### config.mk
export PLATFORM = sky130hd
export DESIGN_NAME = uart_rx_byte_flat
export DESIGN_NICKNAME = d
export VERILOG_FILES = /design/src/rtl/uart_rx_byte_if.sv /design/src/rtl/uart_rx_byte.sv /design/src/flat_wrapper.sv
export SDC_FILE = /design/constraint.sdc
export NUM_CORES = 1
export LEC_CHECK = 0
export BUFFER_PORTS_ARGS = -buffer_cell sky130_fd_sc_hd__clkbuf_2
export CAP_MARGIN = 0
export CORE_MARGIN = 2
export CORE_UTILIZATION = 30
export CTS_CLUSTER_SIZE = 14
export DETAILED_ROUTE_END_ITERATION = 10
export GPL_ROUTABILITY_DRIVEN = 0
export PLACE_DENSITY_LB_ADDON = 0.12
export SYNTH_ARGS = -nofsm -noshare
export SYNTH_HDL_FRONTEND = slang
export SYNTH_SLANG_ARGS = --single-unit
### constraint.sdc
create_clock -name clk -period 2 [get_ports clk]
set_input_delay 0.3 -clock clk [delete_from_list [all_inputs] [get_ports clk]]
set_output_delay 0.3 -clock clk [all_outputs]
set_load 0.03 [all_outputs]
### src/rtl/uart_rx_byte_if.sv
// -----------------------------------------------------------------------------
// uart_rx_byte_if
// Bundles the serial line and the received-byte outputs of uart_rx_byte.
//   rx_serial  : raw asynchronous UART line, idle high (into receiver)
//   rx_data    : last correctly received byte
//   rx_done    : one-cycle pulse, rx_data newly valid
//   frame_err  : one-cycle pulse, stop bit sampled low
//   rx_busy    : receiver is inside a frame (state not IDLE)
// master: the side that drives the line and consumes the byte stream.
// slave : the receiver itself.
// -----------------------------------------------------------------------------
interface uart_rx_byte_if;
    logic       rx_serial;
    logic [7:0] rx_data;
    logic       rx_done;
    logic       frame_err;
    logic       rx_busy;

    modport master (
        output rx_serial,
        input  rx_data,
        input  rx_done,
        input  frame_err,
        input  rx_busy
    );

    modport slave (
        input  rx_serial,
        output rx_data,
        output rx_done,
        output frame_err,
        output rx_busy
    );
endinterface

### src/rtl/uart_rx_byte.sv
// -----------------------------------------------------------------------------
// uart_rx_byte
// 8N1 UART receiver feeding the keyboard buffer. Each good frame updates
// rx_data and pulses rx_done for one cycle; a frame whose stop bit is low
// pulses frame_err instead and leaves rx_data untouched.
//   clk   : system clock, rising edge
//   rst_n : asynchronous active-low reset
//   bus   : uart_rx_byte_if.slave (rx_serial in; rx_data, rx_done,
//           frame_err, rx_busy out)
// Parameters:
//   CLKS_PER_BIT : clock cycles per bit period (>= 8)
//   CNT_W        : cycle counter width, 2**CNT_W > CLKS_PER_BIT
// -----------------------------------------------------------------------------
module uart_rx_byte #(
    parameter int unsigned CLKS_PER_BIT = 868,
    parameter int unsigned CNT_W        = 10
) (
    input  logic                 clk,
    input  logic                 rst_n,
    uart_rx_byte_if.slave        bus
);

    typedef enum logic [2:0] {
        StIdle,
        StStart,
        StData,
        StStop,
        StBreak
    } state_e;

    // Start bit is checked at its midpoint; every later bit one full period on,
    // so data and stop bits are also sampled near their centres.
    localparam logic [CNT_W-1:0] HalfM1 = CNT_W'(CLKS_PER_BIT / 2 - 1);
    localparam logic [CNT_W-1:0] FullM1 = CNT_W'(CLKS_PER_BIT - 1);

    state_e           r_state;
    logic             r_sync1;
    logic             r_sync2;
    logic [CNT_W-1:0] r_cnt;
    logic [2:0]       r_bit_idx;
    logic [7:0]       r_shift;
    logic [7:0]       r_rx_data;
    logic             r_rx_done;
    logic             r_frame_err;
    logic             w_rx_s;

    assign w_rx_s = r_sync2;

    always_ff @(posedge clk or negedge rst_n) begin
        if (!rst_n) begin
            r_state     <= StIdle;
            r_sync1     <= 1'b1;
            r_sync2     <= 1'b1;
            r_cnt       <= '0;
            r_bit_idx   <= 3'd0;
            r_shift     <= 8'h00;
            r_rx_data   <= 8'h00;
            r_rx_done   <= 1'b0;
            r_frame_err <= 1'b0;
        end else begin
            r_sync1     <= bus.rx_serial;
            r_sync2     <= r_sync1;
            r_rx_done   <= 1'b0;
            r_frame_err <= 1'b0;

            unique case (r_state)
                StIdle: begin
                    if (!w_rx_s) begin
                        r_state <= StStart;
                        r_cnt   <= '0;
                    end
                end

                StStart: begin
                    if (r_cnt == HalfM1) begin
                        r_cnt <= '0;
                        if (!w_rx_s) begin
                            r_state   <= StData;
                            r_bit_idx <= 3'd0;
                        end else begin
                            // Line went back high before mid-bit: treat as glitch.
                            r_state <= StIdle;
                        end
                    end else begin
                        r_cnt <= r_cnt + 1'b1;
                    end
                end

                StData: begin
                    if (r_cnt == FullM1) begin
                        r_cnt              <= '0;
                        r_shift[r_bit_idx] <= w_rx_s;
                        if (r_bit_idx == 3'd7) begin
                            r_state <= StStop;
                        end else begin
                            r_bit_idx <= r_bit_idx + 3'd1;
                        end
                    end else begin
                        r_cnt <= r_cnt + 1'b1;
                    end
                end

                StStop: begin
                    if (r_cnt == FullM1) begin
                        r_cnt <= '0;
                        // Leaving mid-stop-bit leaves half a bit in IDLE, so an
                        // immediately following start edge is never missed.
                        if (w_rx_s) begin
                            r_rx_data <= r_shift;
                            r_rx_done <= 1'b1;
                            r_state   <= StIdle;
                        end else begin
                            r_frame_err <= 1'b1;
                            r_state     <= StBreak;
                        end
                    end else begin
                        r_cnt <= r_cnt + 1'b1;
                    end
                end

                StBreak: begin
                    // Hold off until the line recovers so a stuck-low line
                    // cannot be decoded as a stream of 0x00 frames.
                    if (w_rx_s) begin
                        r_state <= StIdle;
                    end
                end

                default: begin
                    r_state <= StIdle;
                end
            endcase
        end
    end

    assign bus.rx_data   = r_rx_data;
    assign bus.rx_done   = r_rx_done;
    assign bus.frame_err = r_frame_err;
    assign bus.rx_busy   = (r_state != StIdle);

endmodule

### src/flat_wrapper.sv
// flat-port wrapper written by rule: the top's interface ports become plain ports
module uart_rx_byte_flat 
#(
    parameter int unsigned CLKS_PER_BIT = 868,
    parameter int unsigned CNT_W        = 10
)
  (clk, rst_n, bus_rx_serial, bus_rx_data, bus_rx_done, bus_frame_err, bus_rx_busy);
  uart_rx_byte_if bus_i ();
  input  logic clk;
  input  logic rst_n;
  input wire logic [$bits(bus_i.rx_serial)-1:0] bus_rx_serial;
  output wire logic [$bits(bus_i.rx_data)-1:0] bus_rx_data;
  output wire logic [$bits(bus_i.rx_done)-1:0] bus_rx_done;
  output wire logic [$bits(bus_i.frame_err)-1:0] bus_frame_err;
  output wire logic [$bits(bus_i.rx_busy)-1:0] bus_rx_busy;
  assign bus_i.rx_serial = bus_rx_serial;
  assign bus_rx_data = bus_i.rx_data;
  assign bus_rx_done = bus_i.rx_done;
  assign bus_frame_err = bus_i.frame_err;
  assign bus_rx_busy = bus_i.rx_busy;
  uart_rx_byte #(.CLKS_PER_BIT(CLKS_PER_BIT), .CNT_W(CNT_W)) u_core (.clk(clk), .rst_n(rst_n), .bus(bus_i));
endmodule
# Yosys cells after proc, flatten, opt, wreduce, memory -nomap -nowiden
# Index checks and enable logic that the tools add are counted.
[totals]
register_bits = 36
[classes]
mux = 27
n_reduce_logical = 11
n_addsub = 2
eq_ne = 15
n_lt_le_gt_ge = 2
[op_table]
columns = ["cell", "count"]
rows = [
  ["two-way mux 3 bit", 11],
  ["two-way mux 10 bit", 3],
  ["one-hot mux 10 bit (3 select lines)", 1],
  ["one-hot mux 3 bit (5 select lines)", 1],
  ["adder 10 x 1 -> 10 bit, second input constant", 1],
  ["== test 10 bit, second input constant", 1],
  ["== test 10 x 9 -> 1 bit, second input constant", 1],
  ["!= test 2 x 1 -> 1 bit, second input constant", 5],
  ["bitwise mux 8 bit", 1],
  ["two-way mux 1 bit", 7],
  ["== test 3 x 2 -> 1 bit, second input constant", 2],
  ["== test 3 bit, second input constant", 2],
  ["!= test 2 bit, second input constant", 3],
  ["one-hot mux 3 bit (2 select lines)", 1],
  ["AND reduction 6 bit", 1],
  ["nonzero test 3 bit", 2],
  ["AND reduction 5 bit", 1],
  ["< comparator 3 x 4 -> 1 bit, second input constant", 1],
  ["AND reduction 2 bit", 2],
  ["adder 3 x 1 -> 3 bit, second input constant", 1],
  ["demux 1 bit (select 3 bit)", 1],
  ["== test 3 x 1 -> 1 bit, second input constant", 1],
  ["greater-or-equal comparator 3 x 1 -> 1 bit, second input constant", 1],
  ["logical NOT 3 bit", 1],
  ["other kinds (5)", 5],
]

# Longest topological paths before layout
# Gate-level depths: netlist (run 1).
[logic_depth]
word_depth = 5
mapped_depth = 6

# Worst setup path after synthesis (run 1)
# Ideal clock, no wire load.
[synth_path]
path_type = "flip-flop to flip-flop"
startpoint = "register u_core.r_cnt[1]"
endpoint = "register u_core.r_bit_idx[1]"
setup_slack_ns = 0.305
period_less_slack_ns = 1.695
required_time_ns = 1.875
path_buffers = 0
arrival_ns = 1.571
stages_incl_launch_ff = 7
path_cell_list = "dfrtp_1 inv_1 ha_1 nor4bb_1 nand4_1 o31a_1 mux2_2"
[synth_between]
elab_chain_cells = 3
elab_cells_between_ends = 5
cone_classes = "eq/ne (4); reduce/logical (1)"
[synth_rtl]
columns = ["item", "line_no", "rtl"]
rows = [
  ["from (decl)", "uart_rx_byte.sv:39", "logic [CNT_W-1:0] r_cnt;"],
  ["from (signal assigned)", "uart_rx_byte.sv:85", "r_cnt <= r_cnt + 1'b1;"],
  ["from (signal assigned)", "uart_rx_byte.sv:99", "r_cnt <= r_cnt + 1'b1;"],
  ["from (signal assigned)", "uart_rx_byte.sv:117", "r_cnt <= r_cnt + 1'b1;"],
  ["== test 10 bit / == test 10 x 9 -> 1 bit (equally long branches)", "uart_rx_byte.sv:90, uart_rx_byte.sv:75", ""],
  ["!= test 2 x 1 -> 1 bit (no line)", "n/a", ""],
  ["AND reduction 5 bit (no line) (*)", "n/a", ""],
  ["to (signal assigned)", "uart_rx_byte.sv:96", "r_bit_idx <= r_bit_idx + 3'd1;"],
  ["to (decl)", "uart_rx_byte.sv:40", "logic [2:0] r_bit_idx;"],
]
# Every way passes the cells marked *; elsewhere a longest branch is shown, timed or not.
# A chain may end at the register's enable or synchronous reset.

# Worst setup path after layout (run 1)
[layout_path]
startpoint = "register u_core.r_cnt[3]"
endpoint = "register u_core.r_shift[3]"
[layout_between]
elab_chain_cells = 2
[layout_rtl]
columns = ["item", "line_no", "rtl"]
rows = [
  ["== test 10 bit", "uart_rx_byte.sv:90", "if (r_cnt == FullM1) begin"],
  ["AND reduction 2 bit (no line)", "n/a", ""],
  ["to (signal, indexed assignment)", "uart_rx_byte.sv:92", "r_shift[r_bit_idx] <= w_rx_s;"],
  ["to (decl)", "uart_rx_byte.sv:41", "logic [7:0] r_shift;"],
]
# Every way passes these cells.

==> results of run 1 <==
power breakdown:
part           total (mW)  internal, mW  switching [mW]
Clock               0.634         0.370           0.264
Combinational      0.0223       0.00624          0.0160
Sequential          0.736         0.731         0.00464
Total                1.39          1.11           0.285
cell usage after synthesis (all sizes together) (2+ instances only):
cell     n
nand3   11
nor4     4
nor2    10
o31ai    2
nand4    4
nor3     8
nand2   12
and4     2
a21oi    4
or3      2
o21ai   11
clkbuf   5
o211ai   3
nor2b    3
dfstp    2
mux2    18
nand2b   3
or2      2
mux2i    4
ha       4
nor3b    2
inv      5
o31a     2
a31oi    2
dfrtp   34
cells by family after synthesis:
family | count (synthesis) | share of synthesized area, %
buffers and inverters | 11 | 2.46
AND/OR/NAND/NOR | 69 | 22.3
flip-flops | 36 | 49.4
multiplexers | 22 | 13.3
AO/OA/AOI/OAI | 28 | 9.85
adder cells (fa/ha/maj) | 4 | 2.74
sequential cells by signal, summed over array words and instances (netlist names):
register / flops
u_core.bus.frame_err: 1
u_core.bus.rx_data: 8
u_core.bus.rx_done: 1
u_core.r_bit_idx: 3
u_core.r_cnt: 10
u_core.r_shift: 8
u_core.r_state: 3
u_core.r_sync1: 1
u_core.r_sync2: 1
per-stage QoR:
| stage | hold WS [ns] | TNS (ns) |
|---|---|---|
| 2_1_floorplan | 0.00441 | 0 |
| 3_3_place_gp | 0.260 | 0 |
| 3_5_place_dp | 0.285 | 0 |
| 4_1_cts | 0.0718 | 0 |
| 5_1_grt | 0.0678 | -0.0352 |
| 6_report | 0.0860 | 0 |
final cells by class:
class | count | area (um2)
clock buffer | 6 | 72.6
clock inverter | 2 | 35.0
fill | 580 | 3740
inverter | 5 | 18.8
multi-input combinational | 123 | 907
sequential | 36 | 903
tap | 75 | 93.8
timing repair buffer | 24 | 150
how the worst max path moves through the flow:
stage,startpoint,to,cells past startpoint
after floorplan,u_core.r_cnt[1],u_core.r_bit_idx[1],6
after global placement,u_core.r_cnt[3],u_core.bus.rx_data[3],4
after global routing,u_core.r_cnt[3],u_core.r_shift[3],4
after detailed placement,u_core.r_cnt[3],u_core.bus.rx_data[2],4
after CTS,u_core.r_cnt[3],u_core.bus.rx_data[2],4
final,u_core.r_cnt[3],u_core.r_shift[3],4
what timing repair did:
item                                   CTS  global route
hold buffers                             1             0
buffers inserted                         0             1
gates resized for setup                  0             4
endpoints found under the hold margin   14             0
setup endpoints to repair                0            19
routing by layer:
layer	GRT usage [%]	part of all wire, %	vias up
met5	0	0	-
met2	18.9	43	24
met1	21.1	52	677
met3	3.74	3.5	7
li1	-	-	676
met4	5.67	1.6	0
cells in the final DEF, fill, tap and decap left out, drive strengths merged, types with 2 or more instances in the layout:
| master | count |
|---|---|
| dfrtp | 34 |
| clkbuf | 19 |
| mux2 | 18 |
| nand2 | 12 |
| nand3 | 11 |
| o21ai | 11 |
| buf | 10 |
| nor2 | 10 |
| nor3 | 8 |
| inv | 5 |
| a21oi | 4 |
| mux2i | 4 |
| ha | 4 |
| nor4 | 4 |
| nand4 | 4 |
| nand2b | 3 |
| o211ai | 3 |
| nor2b | 3 |
| or3 | 2 |
| o31ai | 2 |
| and4 | 2 |
| o31a | 2 |
| dfstp | 2 |
| a31oi | 2 |
| nor3b | 2 |
| or2 | 2 |
==> impl_metrics.py, run 1 <==
metrics = {
    "run_status": {
        "status": "finished clean",
    },
    "hold_path": {
        "whs_path_depth": 1,
        "hold_end": "u_core.r_sync1",
        "hp-start": "bus_rx_serial",
        "hold_path.class": "in -> reg",
    },
    "final_layout": {
        "drive_gt1_share_pct": 30.6,
        "fin_cells": 271,
        "n_antenna_cell": 0,
        "area_growth_pct": 19.2,
        "fin_nets": 202,
        "design_area_um2": 2180,
        "final_core_util_pct": 36.8,
    },
    "yosys": {
        "synth_top_area_cell": "dfrtp_1",
        "yosys-top-cells-area": "dfrtp_1 47%, mux2_2 11%, nand3_1 3.0%",
        "yosysTopAreaCellShare_pct": 46.5,
        "synth_edf_count": 0,
        "synthCells": 170,
        "synth_nets": 177,
        "synth_flop_cell": "dfrtp_1",
        "syn_avg_cell_area_um2": 10.8,
        "postSynth.asyncResetShare_pct": 100,
        "seq_area_frac_synth_pct": 49.4,
        "ys_ff_latch": 36,
        "yosys_warnings": 0,
        "synth_cell_types": 42,
        "synth_area_um2": 1830,
    },
    "placed_design": {
        "dp.cells": 261,
        "dp_worst_setup_slack_ns": 0.0317,
        "port_buffers": 13,
        "place_hpwl_mm": 2.91,
        "dpl_cell_area_um2": 2030,
    },
    "grt": {
        "grt_overflow": 0,
        "grt_pass1_wl_mm": 7.04,
        "grt_pass1_vias": 1351,
        "antenna_found_initial": 0,
        "grt_max_degree": 17,
        "grtUsageTotal_pct": 14.1,
    },
    "sta": {
        "post-route-min-period_ns": 1.91,
        "final-hold-violation-count": 0,
        "tightestPinTransition_ns": 0.505,
        "setup_violations": 0,
        "slew_violations": 0,
        "fmax_mhz": 522,
        "fin_skew_ns": 0.00382,
        "fin_ws_ns": 0.0857,
        "finalCritPeriodShare_pct": 95.7,
        "timing.slew.headroom_pct": 66.2,
    },
    "floorplanning": {
        "die_area_um2": 6740,
        "num_rows": 28,
        "ios": 14,
        "core_um2": 5920,
        "die_h_um": 82.1,
        "die_w_um": 82.1,
        "start_util_pct": 30.9,
    },
    "flow_run": {
        "maxCapViolCount": 0,
    },
    "clock_tree": {
        "cts_buffers": 5,
        "clk_transition_reported_paths_ns": 0.07,
        "cts-htree-levels": 2,
        "cts_tree": "done",
        "cts_buffer_depth": 2,
        "root_buffer": "clkbuf_8",
        "cts.sinks": 36,
        "clk_latency_ns": 0.29,
    },
    "routing": {
        "drt_wl_total_mm": 4.04,
        "antenna_left": 0,
        "wire_per_inst_um": 14.9,
        "avgViaCountPerCell": 5.11,
        "dr.pass1.iters": 4,
        "drc_errors": 0,
        "drt_iter0_markers": 106,
        "num_vias": 1384,
    },
    "pwr": {
        "power_mw": 1.39,
        "power_density_nw_per_um2": 638,
        "leakagePower_nw": 0.936,
        "vdd_ir_drop_max_mv": 0.304,
    },
    "setup_path": {
        "cp.arrival_ns": 2.09,
        "r2r-start": "u_core.r_cnt[3]",
        "cpMaxStageDelayCell": "dfrtp_1",
        "startpoint_type": "flop",
        "worstSetupPathType": "reg -> reg",
        "worst_setup_path_end_kind": "flop",
        "crit_buf_inv": 0,
        "cp_cell_sequence": "nor3b_4 > nand4_4 > nor4_1 > mux2_2",
        "rr_worst_depth": 4,
        "cpLargestDelayFamily": "simple AND/OR/NAND/NOR gates",
        "reg2reg_slack_ns": 0.09,
        "reg2reg_to": "u_core.r_shift[3]",
        "cpPeakStageDelay_ns": 0.49,
        "critPathMaxFanout": 8,
        "required_ns": 2.17,
    },
}
Power figures use the tool's default switching activity.
==> run 2, diff against run 1 <==
--- a/config.mk
+++ b/config.mk
@@ -5,7 +5,7 @@
 export SDC_FILE = /design/constraint.sdc
 export NUM_CORES = 1
 export LEC_CHECK = 0
-export BUFFER_PORTS_ARGS = -buffer_cell sky130_fd_sc_hd__clkbuf_2
+export BUFFER_PORTS_ARGS = -buffer_cell sky130_fd_sc_hd__buf_2
 export CAP_MARGIN = 0
 export CORE_MARGIN = 2
 export CORE_UTILIZATION = 30
==> constraint.sdc (replaced) <==
create_clock -name clk -period 2 [get_ports clk]
set_input_delay 0.1 -clock clk [delete_from_list [all_inputs] [get_ports clk]]
set_output_delay 0.1 -clock clk [all_outputs]
set_load 0.03 [all_outputs]
==> impl_metrics.py, run 2 (synthesized netlist as in run 1, its figures left out) <==
metrics = {
    "placed_design": {
        "port_buffers": 13,
        "dp.cells": 259,
        "dpl_cell_area_um2": 2010,
        "dp_worst_setup_slack_ns": 0.0241,
        "place_hpwl_mm": 2.81,
    },
    "run_status": {
        "status": "finished clean",
    },
    "grt": {
        "grt_max_degree": 37,
        "antenna_found_initial": 0,
        "grt_overflow": 0,
        "grtUsageTotal_pct": 13.4,
        "grt_pass1_wl_mm": 6.73,
        "grt_pass1_vias": 1310,
    },
    "final_layout": {
        "fin_nets": 204,
        "n_antenna_cell": 0,
        "area_growth_pct": 19.4,
        "drive_gt1_share_pct": 30.3,
        "largest_reg_flops": 10,
        "multiInputGateArea_um2": 892,
        "fillCellCount": 578,
        "mostFrequentLayoutCells": "34 x dfrtp_1, 18 x mux2_2, 13 x buf_2",
        "final_core_util_pct": 36.9,
        "design_area_um2": 2180,
        "fin_cells": 273,
        "seq_area_um2": 903,
        "top_register": "u_core.r_cnt",
        "mostFrequentLayoutCell": "dfrtp_1",
    },
    "routing": {
        "antenna_left": 0,
        "avgViaCountPerCell": 5.10,
        "num_vias": 1392,
        "dr.pass1.iters": 4,
        "drt_wl_total_mm": 4.05,
        "wire_per_inst_um": 14.8,
        "drc_errors": 0,
        "drt_iter0_markers": 76,
    },
    "floorplanning": {
        "die_h_um": 82.1,
        "start_util_pct": 30.9,
        "core_um2": 5920,
        "ios": 14,
        "num_rows": 28,
        "die_w_um": 82.1,
        "die_area_um2": 6740,
    },
    "setup_path": {
        "startpoint_type": "flop",
        "cp.arrival_ns": 2.10,
        "worst_setup_path_end_kind": "flop",
        "cpPeakStageDelay_ns": 0.43,
        "required_ns": 2.18,
        "cpMaxStageDelayCell": "dfrtp_1",
        "rr_worst_depth": 6,
        "worstSetupPathType": "reg -> reg",
        "cp_cell_sequence": "ha_1 > and4bb_2 > a31oi_2 > nor2_2 > buf_4 > o31ai_1",
        "critPathMaxFanout": 5,
    },
    "sta": {
        "setup_violations": 0,
        "finalCritPeriodShare_pct": 95.9,
        "fin_skew_ns": 0.00621,
        "fin_ws_ns": 0.0823,
        "rsz0062_at_grt": "false",
        "final-hold-violation-count": 0,
        "holdWs_ns": 0.357,
        "timing.slew.headroom_pct": 47.1,
        "tightestPinTransition_ns": 0.794,
        "fmax_mhz": 521,
        "post-route-min-period_ns": 1.92,
        "setup_tns_ns": 0,
        "slew_violations": 0,
    },
    "pwr": {
        "vdd_ir_drop_max_mv": 0.320,
        "power_mw": 1.39,
        "power_density_nw_per_um2": 637,
        "leakagePower_nw": 0.951,
    },
    "hold_path": {
        "hold_path.class": "reg -> reg",
        "whs_path_depth": 0,
    },
    "clock_tree": {
        "cts_tree": "done",
        "cts.sinks": 36,
        "clk_latency_ns": 0.29,
        "clk_transition_reported_paths_ns": 0.07,
        "cts-htree-levels": 2,
        "root_buffer": "clkbuf_8",
        "cts_buffers": 5,
        "cts_buffer_depth": 2,
    },
    "flow_run": {
        "maxCapViolCount": 0,
    },
}
[run 2: changes by cell type in the layout (fill, tap and decap cells not counted), sizes merged]
| cell | before | now |
|---|---|---|
| dlygate4sd3 | 1 | 2 |
| clkbuf | 19 | 6 |
| buf | 10 | 24 |
[run 2: power breakdown]
group	internal (mW)	total, mW	leakage [nW]	switching [mW]
clock network	0.370	0.634	0.0552	0.264
logic	0.00496	0.0197	0.415	0.0148
registers	0.731	0.736	0.481	0.00440
[run 2: per-layer routing]
layer  GRT usage, %  up-vias  share of wire (%)
met4           4.00        0               0.57
met1           19.6      685                 50
met5              0        -                  0
li1               -      678                  -
met2           19.6       27                 45
met3           3.30        2                4.3
[run 2: worst paths after layout]
check,slack (ns),startpoint,to
worst min-delay path,0.36,u_core.r_sync1,u_core.r_sync2
worst min register to register,0.36,u_core.r_sync1,u_core.r_sync2
max in group asynchronous,1.06,rst_n,u_core.r_bit_idx[1]
worst max register to register,0.08,u_core.r_cnt[0],u_core.r_cnt[1]
min in group asynchronous,0.43,rst_n,u_core.r_cnt[9]
worst max-delay path,0.08,u_core.r_cnt[0],u_core.r_cnt[1]
[run 2: worst max-delay path: cells and delay by family, from the launching register on]
family	cells	cell delay, ns
compound gates	2	0.55
fa+ha+maj	1	0.31
buf+inv	1	0.17
flops	1	0.43
simple gates	2	0.36
[run 2: cell type report]
cell class                 instances  share of cell area (%)
clock buffer                       6                    3.32
clock inverter                     2                    1.60
inverter                           5                   0.860
multi-input combinational        123                    40.9
sequential                        36                    41.4
tap                               75                    4.30
timing repair buffer              26                    7.68
[run 2: what timing repair did]
item                       4_1_cts  5_1_grt
gates resized for setup          0        2
hold endpoints to repair        35        0
setup endpoints to repair        0       18
setup buffers                    0        4
hold buffers                     2        0
==> run 3, diff against run 2 <==
--- a/config.mk
+++ b/config.mk
@@ -7,7 +7,7 @@
 export LEC_CHECK = 0
 export BUFFER_PORTS_ARGS = -buffer_cell sky130_fd_sc_hd__buf_2
 export CAP_MARGIN = 0
-export CORE_MARGIN = 2
+export CORE_MARGIN = 10
 export CORE_UTILIZATION = 30
 export CTS_CLUSTER_SIZE = 14
 export DETAILED_ROUTE_END_ITERATION = 10
==> impl_metrics.py, run 3 (synthesized netlist as in run 1, its figures left out) <==
metrics = {
    "run_status": {
        "status": "finished clean",
    },
    "grt": {
        "use_met1_pct": 12.1,
        "grt_max_degree": 37,
        "grt_use_met3_pct": 3.03,
        "grt_pass1_wl_mm": 7.07,
        "grtUsageTotal_pct": 8.83,
        "top_usage_layer": "met2",
        "grt_overflow": 0,
        "antenna_found_initial": 0,
        "met2_usage_pct": 12.4,
        "grt_pass1_vias": 1337,
    },
    "sta": {
        "holdWs_ns": 0.358,
        "setup_tns_ns": 0,
        "fmax_mhz": 529,
        "rsz0062_at_grt": "true",
        "tightestPinTransition_ns": 0.808,
        "setup_violations": 0,
        "post-route-min-period_ns": 1.89,
        "fin_ws_ns": 0.109,
        "final-hold-violation-count": 0,
        "fin_skew_ns": 0.00151,
        "finalCritPeriodShare_pct": 94.6,
        "timing.slew.headroom_pct": 46.2,
        "slew_violations": 0,
    },
    "flow_run": {
        "maxCapViolCount": 0,
    },
    "clock_tree": {
        "clk_transition_reported_paths_ns": 0.07,
        "root_buffer": "clkbuf_8",
        "cts-htree-levels": 2,
        "cts.sinks": 36,
        "cts_buffer_depth": 2,
        "cts_buffers": 5,
        "cts_tree": "done",
        "clk_latency_ns": 0.28,
    },
    "routing": {
        "avgViaCountPerCell": 5.11,
        "drc_errors": 0,
        "dr.pass1.iters": 4,
        "antenna_left": 0,
        "drt_wl_total_mm": 4.06,
        "num_vias": 1379,
        "drt_iter0_markers": 76,
        "wire_per_inst_um": 15.0,
    },
    "setup_path": {
        "worst_setup_path_end_kind": "flop",
        "required_ns": 2.18,
        "cp.arrival_ns": 2.07,
        "startpoint_type": "flop",
        "critPathMaxFanout": 8,
        "worstSetupPathType": "reg -> reg",
    },
    "floorplanning": {
        "start_util_pct": 30.9,
        "core_um2": 5920,
        "die_w_um": 98.1,
        "ios": 14,
        "die_h_um": 98.1,
        "die_area_um2": 9620,
        "num_rows": 28,
    },
    "final_layout": {
        "drive_gt1_share_pct": 29.2,
        "mostFrequentLayoutCells": "34 x dfrtp_1, 18 x mux2_2, 13 x buf_2",
        "final_core_util_pct": 36.6,
        "largest_reg_flops": 10,
        "fillCellCount": 578,
        "top_register": "u_core.r_cnt",
        "fin_nets": 201,
        "area_growth_pct": 18.6,
        "mostFrequentLayoutCell": "dfrtp_1",
        "n_antenna_cell": 0,
    },
    "placed_design": {
        "place_hpwl_mm": 2.91,
        "dp_worst_setup_slack_ns": 0.0110,
        "port_buffers": 13,
    },
    "pwr": {
        "power_mw": 1.39,
        "power_density_nw_per_um2": 640,
        "leakagePower_nw": 0.936,
        "vdd_ir_drop_max_mv": 0.240,
    },
    "hold_path": {
        "hold_path.class": "reg -> reg",
    },
}
==> run 3: cell types whose count changed in the layout (fill, tap and decap cells not counted), sizes merged <==
cell  previous run  this run
buf             24        21
==> run 3: per-layer routing <==
metal / wire (um) / share of wire, %
met5: 0 / 0
met2: 1800 / 44
met1: 2010 / 50
met3: 217 / 5.3
met4: 27 / 0.67
==> run 3: area by class of cell <==
type                            count  area [um2]  area share [%]
Multi-Input combinational cell    123         901            41.5
Clock buffer                        6        72.6            3.34
Tap cell                           75        93.8            4.33
Clock inverter                      2        35.0            1.61
Inverter                            5        18.8           0.865
Sequential cell                    36         903            41.6
Timing Repair Buffer               23         145            6.69
==> run 3: critical path, stage by stage, from the launching register on <==
cell     delay, ns
dfrtp_1       0.46
and4b_2       0.42
nand4_4       0.19
nor4_1        0.34
mux2_2        0.37
==> run 3: per-stage QoR <==
stage	instances	instance area, um2
finish	270	2170
global route	270	2170
CTS	269	2140
detailed placement	259	2010
global placement	259	2010
floorplan	170	1830
==> run 3: path summary, 6_finish.rpt <==
path                                 start           endpoint  slack [ns]  cells past startpoint
hold reg to reg             u_core.r_sync1     u_core.r_sync2        0.36                      0
max in group asynchronous            rst_n  u_core.r_shift[5]        1.05                      2
setup reg to reg           u_core.r_cnt[4]  u_core.r_shift[3]        0.11                      4
min in group asynchronous            rst_n    u_core.r_cnt[9]        0.45                      2
hold / removal              u_core.r_sync1     u_core.r_sync2        0.36                      0
setup / recovery           u_core.r_cnt[4]  u_core.r_shift[3]        0.11                      4
==> run 3: timing repair <==
action | CTS | global route
hold buffers | 2 | 0
gates resized for setup | 0 | 3
buffers inserted | 0 | 1
endpoints found under the setup margin | 0 | 15
hold endpoints to repair | 35 | 0
==> run 3: power by group <==
group	internal (mW)	switching [mW]	total, mW
Combinational	0.00497	0.0151	0.0201
Clock	0.370	0.263	0.633
Sequential	0.731	0.00442	0.736
Total	1.11	0.283	1.39
